**src/rtl/kyber_pkg.sv**
```systemverilog
// rtl/kyber_pkg.sv - shared Kyber constants, scheduler states and coefficient type
package kyber_pkg;
    localparam int KYBER_N = 256;
    localparam int KYBER_K = 3;
    localparam int KYBER_Q = 3329;

    typedef enum logic [2:0] {
        S_IDLE,
        S_GRANT,
        S_LOAD_A,
        S_LOAD_B,
        S_WAIT,
        S_DRAIN,
        S_DONE
    } sched_state_t;

    typedef logic signed [15:0] coef_t;
endpackage

```
**src/rtl/sched_rr_arbiter.sv**
```systemverilog
// rtl/sched_rr_arbiter.sv - round-robin arbiter, one-hot grant, pointer moves past each winner
module sched_rr_arbiter #(
    parameter int NREQ = 2,
    parameter int PW   = (NREQ > 1) ? $clog2(NREQ) : 1
) (
    input  logic            clk,
    input  logic            reset_n,
    input  logic [NREQ-1:0] i_req,
    input  logic            i_en,
    output logic [NREQ-1:0] o_grant,
    output logic [PW-1:0]   o_win
);
    logic [PW-1:0] r_ptr;
    logic          w_found;

    always_comb begin
        o_grant = '0;
        o_win   = '0;
        w_found = 1'b0;
        for (int i = 0; i < NREQ; i++) begin
            if (!w_found && i_req[(int'(r_ptr) + i) % NREQ]) begin
                w_found = 1'b1;
                o_grant[(int'(r_ptr) + i) % NREQ] = 1'b1;
                o_win   = PW'((int'(r_ptr) + i) % NREQ);
            end
        end
    end

    always_ff @(posedge clk or negedge reset_n) begin
        if (!reset_n) begin
            r_ptr <= '0;
        end else if (i_en && w_found) begin
            r_ptr <= (o_win == PW'(NREQ - 1)) ? '0 : o_win + 1'b1;
        end
    end
endmodule

```
**src/rtl/polyvec_acc_scheduler.sv**
```systemverilog
// rtl/polyvec_acc_scheduler.sv - shares one basemul-acc engine between requesters
// Optional watchdog on the engine wait: SCHED_TIMEOUT_EN
module polyvec_acc_scheduler
    import kyber_pkg::*;
#(
    parameter int DEPTH   = $clog2(KYBER_N),
    parameter int KYBER_K = kyber_pkg::KYBER_K,
    parameter int NREQ    = 2,
    parameter int TMO_W   = 12
) (
    input  logic                clk,
    input  logic                reset_n,
    input  logic [NREQ-1:0]     req,
    input  logic [NREQ*4-1:0]   req_row,
    output logic [NREQ-1:0]     grant,
    output logic                job_done,
    output logic                src_rd,
    output logic                src_sel_b,
    output logic [3:0]          src_row,
    output logic [1:0]          src_poly,
    output logic [DEPTH-1:0]    src_addr,
    input  logic signed [15:0]  src_d1,
    input  logic signed [15:0]  src_d2,
    output logic                eng_set,
    output logic                eng_readin_a,
    output logic                eng_readin_b,
    output logic                eng_cal_en,
    output logic                eng_readout,
    output logic                eng_full_in_a,
    output logic                eng_full_in_b,
    output logic signed [15:0]  eng_din_1,
    output logic signed [15:0]  eng_din_2,
    output logic [DEPTH-1:0]    eng_index,
    input  logic                eng_done,
    input  logic signed [15:0]  eng_dout_1,
    input  logic signed [15:0]  eng_dout_2,
    output logic                snk_valid,
    input  logic                snk_ready,
    output logic signed [15:0]  snk_d1,
    output logic signed [15:0]  snk_d2,
    output logic [DEPTH-2:0]    snk_index,
    output logic                busy,
    output logic                err
);
    localparam int PW    = (NREQ > 1) ? $clog2(NREQ) : 1;
    localparam int NPAIR = 2 ** (DEPTH - 1);

    sched_state_t     r_state;
    logic [NREQ-1:0]  r_grant;
    logic [3:0]       r_row;
    logic [1:0]       r_poly;
    logic [DEPTH-1:0] r_cnt;
    logic             r_rd_d;
    logic             r_sel_d;
    logic [DEPTH-1:0] r_addr_d;
    logic [NREQ-1:0]  w_gnt;
    logic [PW-1:0]    w_win;
    logic             w_load;
    logic             w_last_pair;

    sched_rr_arbiter #(.NREQ(NREQ), .PW(PW)) u_arb (
        .clk     (clk),
        .reset_n (reset_n),
        .i_req   (req),
        .i_en    (r_state == S_IDLE),
        .o_grant (w_gnt),
        .o_win   (w_win)
    );

    assign w_load      = (r_state == S_LOAD_A) || (r_state == S_LOAD_B);
    assign w_last_pair = (r_cnt == DEPTH'(NPAIR - 1));

    // Reads issue while the pair counter is below NPAIR; the extra cycle collects the last return.
    assign src_rd    = w_load && (r_cnt < DEPTH'(NPAIR));
    assign src_sel_b = (r_state == S_LOAD_B);
    assign src_addr  = src_rd ? {r_cnt[DEPTH-2:0], 1'b0} : '0;
    assign src_row   = r_row;
    assign src_poly  = r_poly;

    assign eng_set       = reset_n;
    assign eng_cal_en    = (r_state == S_GRANT);
    assign eng_readin_a  = r_rd_d && !r_sel_d;
    assign eng_readin_b  = r_rd_d && r_sel_d;
    assign eng_full_in_a = eng_readin_a && (r_addr_d == DEPTH'(2 * NPAIR - 2));
    assign eng_full_in_b = eng_readin_b && (r_addr_d == DEPTH'(2 * NPAIR - 2));
    assign eng_din_1     = r_rd_d ? src_d1 : '0;
    assign eng_din_2     = r_rd_d ? src_d2 : '0;
    // During DRAIN the engine result is addressed by the pair counter, so it holds under stall.
    assign eng_index     = (r_state == S_DRAIN) ? {r_cnt[DEPTH-2:0], 1'b0} : r_addr_d;
    assign eng_readout   = (r_state == S_WAIT) || (r_state == S_DRAIN);

    assign snk_valid = (r_state == S_DRAIN);
    assign snk_d1    = snk_valid ? eng_dout_1 : '0;
    assign snk_d2    = snk_valid ? eng_dout_2 : '0;
    assign snk_index = snk_valid ? r_cnt[DEPTH-2:0] : '0;

    assign grant    = r_grant;
    assign job_done = (r_state == S_DONE);
    assign busy     = (r_state != S_IDLE);

`ifdef SCHED_TIMEOUT_EN
    logic [TMO_W-1:0] r_tmo;
    logic             r_err;
    assign err = r_err;
`else
    assign err = (TMO_W == 0);
`endif

    always_ff @(posedge clk or negedge reset_n) begin
        if (!reset_n) begin
            r_state  <= S_IDLE;
            r_grant  <= '0;
            r_row    <= '0;
            r_poly   <= '0;
            r_cnt    <= '0;
            r_rd_d   <= 1'b0;
            r_sel_d  <= 1'b0;
            r_addr_d <= '0;
`ifdef SCHED_TIMEOUT_EN
            r_tmo    <= '0;
            r_err    <= 1'b0;
`endif
        end else begin
            r_rd_d   <= src_rd;
            r_sel_d  <= src_sel_b;
            r_addr_d <= src_addr;
            case (r_state)
                S_IDLE: begin
                    if (|req) begin
                        r_grant <= w_gnt;
                        r_row   <= req_row[int'(w_win) * 4 +: 4];
                        r_state <= S_GRANT;
                    end
                end
                S_GRANT: begin
                    r_poly  <= '0;
                    r_cnt   <= '0;
                    r_state <= S_LOAD_A;
                end
                S_LOAD_A: begin
                    if (r_cnt == DEPTH'(NPAIR)) begin
                        r_cnt   <= '0;
                        r_state <= S_LOAD_B;
                    end else begin
                        r_cnt <= r_cnt + 1'b1;
                    end
                end
                S_LOAD_B: begin
                    if (r_cnt == DEPTH'(NPAIR)) begin
                        r_cnt <= '0;
                        if (r_poly == 2'(KYBER_K - 1)) begin
                            r_state <= S_WAIT;
`ifdef SCHED_TIMEOUT_EN
                            r_tmo   <= '0;
`endif
                        end else begin
                            r_poly  <= r_poly + 1'b1;
                            r_state <= S_LOAD_A;
                        end
                    end else begin
                        r_cnt <= r_cnt + 1'b1;
                    end
                end
                S_WAIT: begin
                    if (eng_done) begin
                        r_cnt   <= '0;
                        r_state <= S_DRAIN;
                    end
`ifdef SCHED_TIMEOUT_EN
                    else if (r_tmo == {{(TMO_W - 1){1'b1}}, 1'b0}) begin
                        r_err   <= 1'b1;
                        r_state <= S_DONE;
                    end else begin
                        r_tmo <= r_tmo + 1'b1;
                    end
`endif
                end
                S_DRAIN: begin
                    if (snk_ready) begin
                        if (w_last_pair) begin
                            r_cnt   <= '0;
                            r_state <= S_DONE;
                        end else begin
                            r_cnt <= r_cnt + 1'b1;
                        end
                    end
                end
                S_DONE: begin
                    r_grant <= '0;
                    r_state <= S_IDLE;
                end
                default: r_state <= S_IDLE;
            endcase
        end
    end
endmodule
```
**config.mk**
```make
export PLATFORM = sky130hd
export DESIGN_NAME = polyvec_acc_scheduler
export DESIGN_NICKNAME = d
export VERILOG_FILES = /design/src/rtl/kyber_pkg.sv /design/src/rtl/sched_rr_arbiter.sv /design/src/rtl/polyvec_acc_scheduler.sv
export SDC_FILE = /design/constraint.sdc
export NUM_CORES = 1
export LEC_CHECK = 0
export ABC_CLOCK_PERIOD_IN_PS = 2300
export CORE_MARGIN = 1
export CORE_UTILIZATION = 30
export CTS_CLUSTER_DIAMETER = 150
export DETAILED_ROUTE_END_ITERATION = 12
export PLACE_DENSITY = 0.81
export REMOVE_ABC_BUFFERS = 1
export SYNTH_ARGS = -nofsm -noshare
export SYNTH_HDL_FRONTEND = slang
export SYNTH_HIERARCHICAL = 1
export SYNTH_SLANG_ARGS = --single-unit
```
**constraint.sdc**
```tcl
create_clock -name clk -period 2.3 [get_ports clk]
set_clock_uncertainty 0.1 [all_clocks]
set_input_delay 0.23 -clock clk [delete_from_list [all_inputs] [get_ports clk]]
set_output_delay 0.23 -clock clk [all_outputs]
set_load 0.01 [all_outputs]
```
==> results.json <==
{
  "status": "completed",
  "max_freq_mhz": 446,
  "first_pass_iters": 4,
  "gp_congestion": 0.773,
  "track_usage_pct": 19.2,
  "seq_area_um2": 726,
  "clkSinkCount": 29,
  "cp_max_fo": 25,
  "leakagePower_uw": 0.00179,
  "drv_cap": 0,
  "hp-class": "input port to asynchronous set/reset pin",
  "timing.final.crit_period_ns": 2.24,
  "crit_arrival_ns": 1.91,
  "syn_avg_cell_area_um2": 8.77,
  "synthCells": 246,
  "port_buffers": 182,
  "place_hpwl_mm": 6.03,
  "crit_path_end_kind": "output pin",
  "synth_top_area_share_pct": 33.6,
  "multi_input_area_um2": 1320,
  "worstMarginPinSlew_ns": 0.537,
  "p_per_area_nw_per_um2": 542,
  "path_buf_inv": 2,
  "cts-root-buf": "clkbuf_8",
  "yosysWarningCount": 6,
  "cp_top_family": "buffers and inverters",
  "diodes": 0,
  "preCtsSetupSlack_ns": 0.173,
  "slew_viol_final": 0,
  "vias": 2372,
  "cts-htree-levels": 2,
  "grt_max_degree": 30,
  "grt_pass1_vias": 2196,
  "grt_first_pass_wirelength_mm": 11.1,
  "fin_ws_ns": 0.0603,
  "start_util_pct": 31.4,
  "synth_seq_area_share_pct": 33.6,
  "yosysTopAreaCell": "dfrtp_1",
  "die_w_um": 86.8,
  "viasPerCell": 4.54,
  "setup_viol": 0,
  "clk_latency_ns": 0.29,
  "antenna_found_initial": 0,
  "fin_crit_sh_pct": 97.4,
  "rsz0062_at_grt": "no",
  "die_y_um": 86.8,
  "ys_seq_elements": 29,
  "drt-total-wl_mm": 7.59,
  "netlist_area_um2": 2160,
  "relSlewSlack_pct": 64.1,
  "criticalPathCategory": "flop to output pin",
  "nFillCells": 610,
  "cp-start-kind": "flop",
  "drtIter0Drc": 42,
  "power_uw": 2280,
  "crit_path_top_delay_cell": "clkdlybuf4s50_1",
  "cts_buffers": 5,
  "cp_data_required_time_ns": 1.97,
  "yosys-top-cells-area": "dfrtp_1, and2_1, mux2_2",
  "ys_types": 48,
  "ir_worst_vdd_mv": 0.232,
  "nets": 507,
  "setup_tns_ns": 0,
  "drc": 0,
  "tritoncts": "yes",
  "clockBufferDepth": 2,
  "ios": 186,
  "ant_nets": 0,
  "ctsHoldBuffers": 0,
  "path_cells": "and3b_2, buf_12, and2_1, clkdlybuf4s50_1",
  "synthToLayoutAreaGrowth_pct": 94.7,
  "max_stage_delay_ns": 0.57,
  "overflow": 0,
  "hold_viol": 0,
  "coreArea_um2": 6870,
  "post_drt_wl_per_cell_um": 14.5,
  "clk_transition_reported_paths_ns": 0.07,
  "num_rows": 30,
  "die_area_um2": 7540,
  "layout-drive-gt1-share_pct": 8.90
}
## layout by cell type (no fill, tap or decap), drive strengths merged, types with 2 or more instances in the layout
| master | instances |
|---|---|
| clkdlybuf4s50 | 169 |
| and2 | 78 |
| dfrtp | 29 |
| nor2 | 15 |
| a21oi | 11 |
| mux2 | 11 |
| inv | 9 |
| dlygate4sd2 | 9 |
| nand2 | 9 |
| buf | 9 |
| nor3 | 8 |
| mux2i | 6 |
| clkbuf | 6 |
| o21ai | 6 |
| a221o | 5 |
| a22o | 4 |
| dlymetal6s2s | 4 |
| nand3 | 4 |
| nor2b | 3 |
| ha | 3 |
| conb | 3 |
| nand4 | 3 |
| a21boi | 3 |
| a31oi | 2 |
| a2111oi | 2 |
| clkinv | 2 |
| and3b | 2 |
| or3 | 2 |
## flip-flops by register name, summed over array words and instances (netlist names), named ones only
name,flops
src_row,4
r_addr_d,7
r_cnt,8
src_poly,2
r_sel_d,1
grant,2
r_state,3
r_rd_d,1
## repair_timing
| action | 4_1_cts | 5_1_grt |
|---|---|---|
| gates cloned | 1 | 0 |
| resized for setup | 13 | 5 |
| setup buffers | 0 | 0 |
| endpoints found under the setup margin | 12 | 9 |
## path summary, 6_finish.rpt
kind | slack (ns) | to | depth (start not counted) | start
worst max-delay path | 0.06 | snk_d2[8] | 4 | r_state[1]$_DFFE_PN0P_
worst min-delay path | 0.26 | r_state[1]$_DFFE_PN0P_ | 2 | reset_n
worst max register to register | 0.30 | r_cnt[3]$_DFFE_PN0P_ | 5 | r_cnt[1]$_DFFE_PN0P_
worst min register to register | 0.42 | flop | 1 | flop
max in group asynchronous | 1.56 | src_row[1]$_DFFE_PN0P_ | 2 | reset_n
min in group clk | 0.42 | flop | 1 | flop
## through the flow
stage	hold slack, ns	utilization (%)	std cells	area, um^2
floorplan	-0.166	-	228	2070
global placement	0.398	59.4	514	4080
detailed placement	0.415	59.4	514	4080
CTS	0.274	61.0	523	4190
global route	0.314	61.2	523	4200
finish	0.263	61.2	523	4200
## metal layers
layer / global-route usage [%] / share of wire, %
met4: 5.00 / 1.4
met5: 0 / 0
met2: 34.7 / 52
met1: 22.1 / 39
met3: 5.43 / 7.0
## power breakdown
group,switching (uW),leakage (uW),internal [uW]
clock,199,0.0000450,209
sequential,187,0.000351,653
combinational,418,0.00140,613
## cell usage after synthesis (all sizes together)
| cell type | count |
|---|---|
| dfrtp | 29 |
| o21ai | 6 |
| a21boi | 3 |
| nor2 | 15 |
| nor3 | 8 |
| a2111oi | 2 |
| buf | 12 |
| conb | 1 |
| mux2 | 11 |
| a221o | 5 |
| o21a | 1 |
| a211oi | 1 |
| a22o | 4 |
| and2 | 78 |
| or3 | 2 |
| nand2 | 9 |
| nand3 | 4 |
| inv | 9 |
| nand2b | 1 |
| o32ai | 1 |
| nor2b | 3 |
| and3 | 1 |
| nand4bb | 1 |
| a31oi | 2 |
| o31ai | 1 |
| o22ai | 1 |
| clkbuf | 8 |
| ha | 3 |
| a211o | 1 |
| and3b | 2 |
| or2 | 1 |
| nand4 | 3 |
| a21oi | 11 |
| mux2i | 6 |
## kinds of logic (layout without fill, tap and decap cells)
kind of cell,Yosys count,after routing,share of synthesized area (%)
AOI/OAI and AO/OA,39,39,13.9
adders and majority gates,3,3,1.74
muxes,17,17,8.70
and+or+nand+nor,128,128,35.8
DFF,29,29,33.6
other,1,3,0.174
buffers and inverters,29,208,6.09
## final cells by class
cell class              count  share of cell area [%]
repair buffers            191                    45.7
multi-input cells         190                    31.4
flip-flops and latches     29                    17.3
well taps                  96                    2.86
clock buffers               6                    1.73
inverters                   9                   0.804
clock inverters             2                   0.238
No activity file was read; power rests on OpenSTA's default activity.
